**src/rtl/desc_patch_fetch.sv**
```systemverilog
// desc_patch_fetch: watches a raster pixel stream, captures the 8x8 patch at a
// requested origin and emits it as 16 packed 32-bit words (row-major, two words
// per patch row, leftmost pixel in [31:24]).
// Optional build macro: DESC_ORIGIN_CHECK_EN. When defined, out-of-range origins
// are rejected with an err pulse; when undefined, the origin is clamped so the
// patch always fits inside the frame.
module desc_patch_fetch #(
   parameter int IMG_W = 640,
   parameter int IMG_H = 480,
   parameter int XW    = 10,
   parameter int YW    = 10
) (
   input  logic          clk,
   input  logic          rst,
   input  logic          start,
   input  logic [XW-1:0] win_x,
   input  logic [YW-1:0] win_y,
   input  logic          pix_valid,
   input  logic          pix_sof,
   input  logic [7:0]    pix_data,
   output logic          desc_data_ready,
   output logic [31:0]   desc_data_out,
   output logic          busy,
   output logic          done,
   output logic          err
);

   typedef enum logic [1:0] {S_IDLE, S_ARMED, S_CAPTURE} state_t;

   localparam logic [XW-1:0] MAX_X    = XW'(IMG_W - 8);
   localparam logic [YW-1:0] MAX_Y    = YW'(IMG_H - 8);
   localparam logic [XW-1:0] LAST_COL = XW'(IMG_W - 1);

   state_t        state, state_nx;
   logic [XW-1:0] org_x, org_x_nx, col, col_nx;
   logic [YW-1:0] org_y, org_y_nx, row, row_nx;
   logic [1:0]    lane, lane_nx;
   logic [3:0]    wcnt, wcnt_nx;
   logic [23:0]   pack, pack_nx;
   logic [31:0]   dout_nx;
   logic          ready_nx, done_nx, err_nx;

   // Working copies of the position/counters for the current pixel; a sof
   // pixel forces them to the frame origin before the window test.
   logic [XW-1:0] cx;
   logic [YW-1:0] cy;
   logic [1:0]    lane_e;
   logic [3:0]    wcnt_e;
   logic          in_win;
   logic [31:0]   pix_word;

   // busy covers the done cycle so it drops only on the cycle after done.
   assign busy = (state != S_IDLE) || done;

   // Register stage: FSM state, capture counters and the strobed outputs.
   always_ff @(posedge clk) begin
      // NOTE: sequential state uses non-blocking assignments so every register
      // samples the pre-edge values computed by the combinational block.
      if (rst) begin
         state           <= S_IDLE;
         org_x           <= '0;
         org_y           <= '0;
         col             <= '0;
         row             <= '0;
         lane            <= '0;
         wcnt            <= '0;
         pack            <= '0;
         desc_data_out   <= '0;
         desc_data_ready <= 1'b0;
         done            <= 1'b0;
         err             <= 1'b0;
      end else begin
         state           <= state_nx;
         org_x           <= org_x_nx;
         org_y           <= org_y_nx;
         col             <= col_nx;
         row             <= row_nx;
         lane            <= lane_nx;
         wcnt            <= wcnt_nx;
         pack            <= pack_nx;
         desc_data_out   <= dout_nx;
         desc_data_ready <= ready_nx;
         done            <= done_nx;
         err             <= err_nx;
      end
   end

   // Next-state and datapath: origin latch, raster tracking, pixel packing.
   always_comb begin
      // NOTE: every signal gets a default first so no path leaves one
      // unassigned, which would otherwise infer a latch.
      state_nx = state;
      org_x_nx = org_x;
      org_y_nx = org_y;
      col_nx   = col;
      row_nx   = row;
      lane_nx  = lane;
      wcnt_nx  = wcnt;
      pack_nx  = pack;
      dout_nx  = desc_data_out;
      ready_nx = 1'b0;
      done_nx  = 1'b0;
      err_nx   = 1'b0;
      cx       = col;
      cy       = row;
      lane_e   = lane;
      wcnt_e   = wcnt;
      in_win   = 1'b0;
      pix_word = {pack, pix_data};

      case (state)
         S_IDLE: begin
            if (start) begin
`ifdef DESC_ORIGIN_CHECK_EN
               if ((win_x > MAX_X) || (win_y > MAX_Y)) begin
                  err_nx = 1'b1;
               end else begin
                  org_x_nx = win_x;
                  org_y_nx = win_y;
                  state_nx = S_ARMED;
               end
`else
               org_x_nx = (win_x > MAX_X) ? MAX_X : win_x;
               org_y_nx = (win_y > MAX_Y) ? MAX_Y : win_y;
               state_nx = S_ARMED;
`endif
            end
         end

         S_ARMED, S_CAPTURE: begin
            if (pix_valid && ((state == S_CAPTURE) || pix_sof)) begin
               if (pix_sof) begin
                  // sof restarts the patch; inside CAPTURE it is an abort.
                  cx       = '0;
                  cy       = '0;
                  lane_e   = '0;
                  wcnt_e   = '0;
                  err_nx   = (state == S_CAPTURE);
                  state_nx = S_CAPTURE;
               end

               in_win = (cx >= org_x) && (cx <= org_x + XW'(7)) &&
                        (cy >= org_y) && (cy <= org_y + YW'(7));

               if (cx == LAST_COL) begin
                  col_nx = '0;
                  row_nx = cy + YW'(1);
               end else begin
                  col_nx = cx + XW'(1);
                  row_nx = cy;
               end

               lane_nx = lane_e;
               wcnt_nx = wcnt_e;
               if (in_win) begin
                  pack_nx = pix_word[23:0];
                  lane_nx = lane_e + 2'd1;
                  if (lane_e == 2'd3) begin
                     dout_nx  = pix_word;
                     ready_nx = 1'b1;
                     wcnt_nx  = wcnt_e + 4'd1;
                     if (wcnt_e == 4'd15) begin
                        done_nx  = 1'b1;
                        state_nx = S_IDLE;
                     end
                  end
               end
            end
         end

         default: state_nx = S_IDLE;
      endcase
   end

endmodule

```
**config.mk**
```make
export PLATFORM = sky130hd
export DESIGN_NAME = desc_patch_fetch
export DESIGN_NICKNAME = d
export VERILOG_FILES = /design/src/rtl/desc_patch_fetch.sv
export SDC_FILE = /design/constraint.sdc
export NUM_CORES = 1
export LEC_CHECK = 0
export ABC_AREA = 1
export CAP_MARGIN = 30
export CORE_AREA = 2 2 105 107
export CTS_CLUSTER_DIAMETER = 50
export CTS_CLUSTER_SIZE = 24
export DETAILED_ROUTE_END_ITERATION = 7
export DIE_AREA = 0 0 107 109
export HOLD_SLACK_MARGIN = 0.15
export PLACE_DENSITY = 0.81
export SYNTH_ARGS = -nofsm -noshare
export SYNTH_HDL_FRONTEND = slang
export SYNTH_SLANG_ARGS = --single-unit
```
**constraint.sdc**
```tcl
create_clock -name clk -period 3.88 [get_ports clk]
set_input_delay 0.776 -clock clk [delete_from_list [all_inputs] [get_ports clk]]
set_output_delay 0.776 -clock clk [all_outputs]
set_load 0.02 [all_outputs]
```
==> results.md <==
* Wire per inst at around 14 um
* Antenna-violating nets left at 0
* Max FO, Critical Path at 17
* Yosys warning count at 0
* GP Congestion at between 0.8 and 0.9
* Clock root buffer: clkbuf_8
* Number of flops mapped to enable cells by yosys at 0
* Total power at around 2.7 mW
* Top-area cell type share of the netlist area at 0.369
* First-pass GRT wire length at around 23000 um
* Synth Area in Compound Gates at 0.143
* Final core occ at 0.646
* Syn Nets at approximately 870
* Power Density at around 390 nW/um^2
* Largest family of logic cells by synthesized area: simple AND/OR/NAND/NOR gates
* Share of cells above drive strength 1 at 0.0687
* Max H-tree Level at 3
* Area of the core at between 10000 and 15000 um^2
* DRC viols at 0
* First-pass detailed-route iteration total at 5
* Die area at ~12000 um^2
* DIE HEIGHT at 109 um
* Worst path arrival time at between 3 and 4 ns
* Max Cap Viol at 0
* Fin area at between 6000 and 7000 um^2
* Tcrit/Tclk final at 0.913
* Total global routing overflow at 0
* TritonCTS Buffers at 9
* Area share of xor/xnor cells in the synthesized design at 0.0317
* Tmin final at between 3 and 4 ns
* Yosys reg bits at ~110
* Slew Viols, Final at 0
* Placed cell area at approximately 6600 um^2
* Layout Area Growth over Synthesis at 18.1%
* Setup crit start kind: register
* Vias at ~5500
* IO Pins at 69
* Clock Sinks at approximately 110
* Max-slew headroom at 0.373
* Primary FF master, synth: dfxtp_1
* Num rows at 38
* Crit path kind: register to register
* Skew final at 0.0121 ns
* CTS tree: yes
* Clock slew at reported path FFs at approximately 0.11 ns
* Top-count cell post-synth: nand2_1
* Netlist cell types at 43
* Synth Instances at 792
* Post-Synth Adder-Cell Area at 0.106
* Routed wire length at 13900 um
* Post-Place Cells at between 900 and 1000
* Finish-stage setup viols at 0
* GRT Resource Usage Total at 0.245
* DRT iter0 DRCs at between 300 and 400
* Register area share after synthesis at 0.369
* Commonest cells post-synth: nand2_1, dfxtp_1, inv_1
* Status: complete, no violations
* Mapped Area at between 5000 and 6000 um^2
* Post-DP HPWL at approximately 10000 um
* Fin nets at ~940
* Post-Synth Simple-Gate Area at 0.261
* Clock latency on the worst-skew pair at 0.39 ns
* Critical path capture point type: register
* WP data required at slightly above 4 ns
* Min-Delay Path Class: register to register
* # diodes at 0
* Non-filler cells, final at between 900 and 1000
* Fmax at 282 MHz
* Mux share of post-synthesis cell area at 0
* Worst-Margin Slew at ~0.94 ns
* Port Buf Inserts at between 60 and 70
* Hold_ws at 0.472 ns
* Initial antenna violation count at 0
* Vias in the first global route at roughly 5200
* Worst ir drop on vdd at ~0.00022 V
* Hold_buf cts at 0
* Initial Util at 0.547
* Via/cell ratio at about 5.5
* Share of flip-flops with an asynchronous set or reset at 0
* Clock tree buffer depth at 2
* Mean Syn Cell Area at 7.32 um^2
* Synth area leader: dfxtp_1
* LEAKAGE at ~2.9 nW
* Chip width at approximately 110 um
* Largest net degree at the start of global routing at 60
* Top post-synthesis cells by area: dfxtp_1, nand2_1, ha_1
* Hold Vio Cnt, Final at 0
==> state kept, by name, indices dropped and copies added (netlist names) <==
| register | flops |
|---|---|
| wcnt | 4 |
| desc_data_out | 32 |
| desc_data_ready | 1 |
| row | 10 |
| state | 2 |
| err | 1 |
| col | 10 |
| pack | 24 |
| lane | 2 |
| done | 1 |
| org_x | 10 |
| org_y | 10 |
==> power breakdown <==
group          total (mW)  switching [mW]  internal, mW
registers            1.20          0.0430          1.16
clock network       0.744           0.427         0.316
logic               0.724           0.446         0.278
==> cell type report <==
cell class	count	area (um^2)
inverter	91	344
sequential	107	2140
tap	140	175
timing repair buffer	82	817
clock inverter	7	97.6
fill	941	3750
multi-input combinational	563	3150
clock buffer	9	124
==> stage by stage <==
stage / setup WS [ns] / setup TNS (ns)
detailed placement: 0.103 / 0
global route: -0.0192 / -0.0551
floorplan: 0.987 / 0
global placement: 0.245 / 0
CTS: 0.227 / 0
finish: 0.338 / 0
==> cell usage in the layout, fill, tap and decap left out, types with 2 or more instances in the layout <==
cell | synthesis | final
a211oi_1 | 10 | 10
a21oi_1 | 80 | 80
a21oi_2 | 2 | 2
a221oi_1 | 8 | 8
buf_4 | 1 | 11
clkbuf_8 | 0 | 9
clkdlybuf4s50_1 | 0 | 67
clkinv_4 | 0 | 2
clkinv_8 | 0 | 2
dfxtp_1 | 107 | 107
ha_1 | 49 | 49
inv_1 | 86 | 86
inv_2 | 4 | 4
inv_6 | 0 | 2
nand2_1 | 199 | 198
nand2_2 | 5 | 6
nand3_1 | 52 | 52
nand3_2 | 2 | 2
nand4_1 | 8 | 8
nor2_1 | 53 | 53
nor2_2 | 2 | 3
nor2_4 | 4 | 4
nor3_1 | 14 | 14
nor4_1 | 2 | 2
o21a_1 | 4 | 4
o21ai_0 | 32 | 32
o21bai_1 | 2 | 2
xnor2_1 | 4 | 4
xor2_1 | 17 | 17
==> what timing repair did <==
| action | CTS | global route |
|---|---|---|
| hold endpoints to repair | 0 | 0 |
| gates resized for setup | 0 | 3 |
| endpoints found under the setup margin | 0 | 40 |
| buffers inserted | 0 | 3 |
==> kinds of logic after synthesis <==
| logic type | count (synthesis) |
|---|---|
| AND/OR/NAND/NOR | 346 |
| AO/OA/AOI/OAI | 146 |
| buffers and inverters | 123 |
| flip-flops | 107 |
| adder cells (fa/ha/maj) | 49 |
| XOR/XNOR | 21 |
==> path summary, 6_finish.rpt <==
kind	startpoint	endpoint	slack, ns	cells past startpoint
setup reg to reg	org_y[0]$_SDFFE_PP0P_	pack[19]$_SDFFE_PP0P_	0.34	19
hold reg to reg	desc_data_out[26]$_SDFFE_PP0P_	desc_data_out[26]$_SDFFE_PP0P_	0.47	2
setup / recovery	org_y[0]$_SDFFE_PP0P_	pack[19]$_SDFFE_PP0P_	0.34	19
hold / removal	desc_data_out[26]$_SDFFE_PP0P_	desc_data_out[26]$_SDFFE_PP0P_	0.47	2
==> critical path, stage by stage (launching register included) <==
cell	delay, ns
dfxtp_1	0.37
inv_1	0.10
ha_1	0.24
a21oi_1	0.25
nand3_1	0.16
nor3_1	0.20
xor2_1	0.19
inv_1	0.07
ha_1	0.29
nand2_1	0.10
inv_1	0.05
a21oi_1	0.13
nand3_1	0.11
a21oi_2	0.18
nand3_2	0.20
inv_1	0.20
nand2_2	0.21
buf_4	0.22
nand2_1	0.07
a21oi_2	0.05
==> layer usage <==
metal	vias up	track usage	wire, um
met5	-	0	0
met4	0	0.0946	405
met3	35	0.0418	661
met2	180	0.442	6770
met1	2522	0.291	6020
li1	2728	-	-
Power figures use the tool's default switching activity.
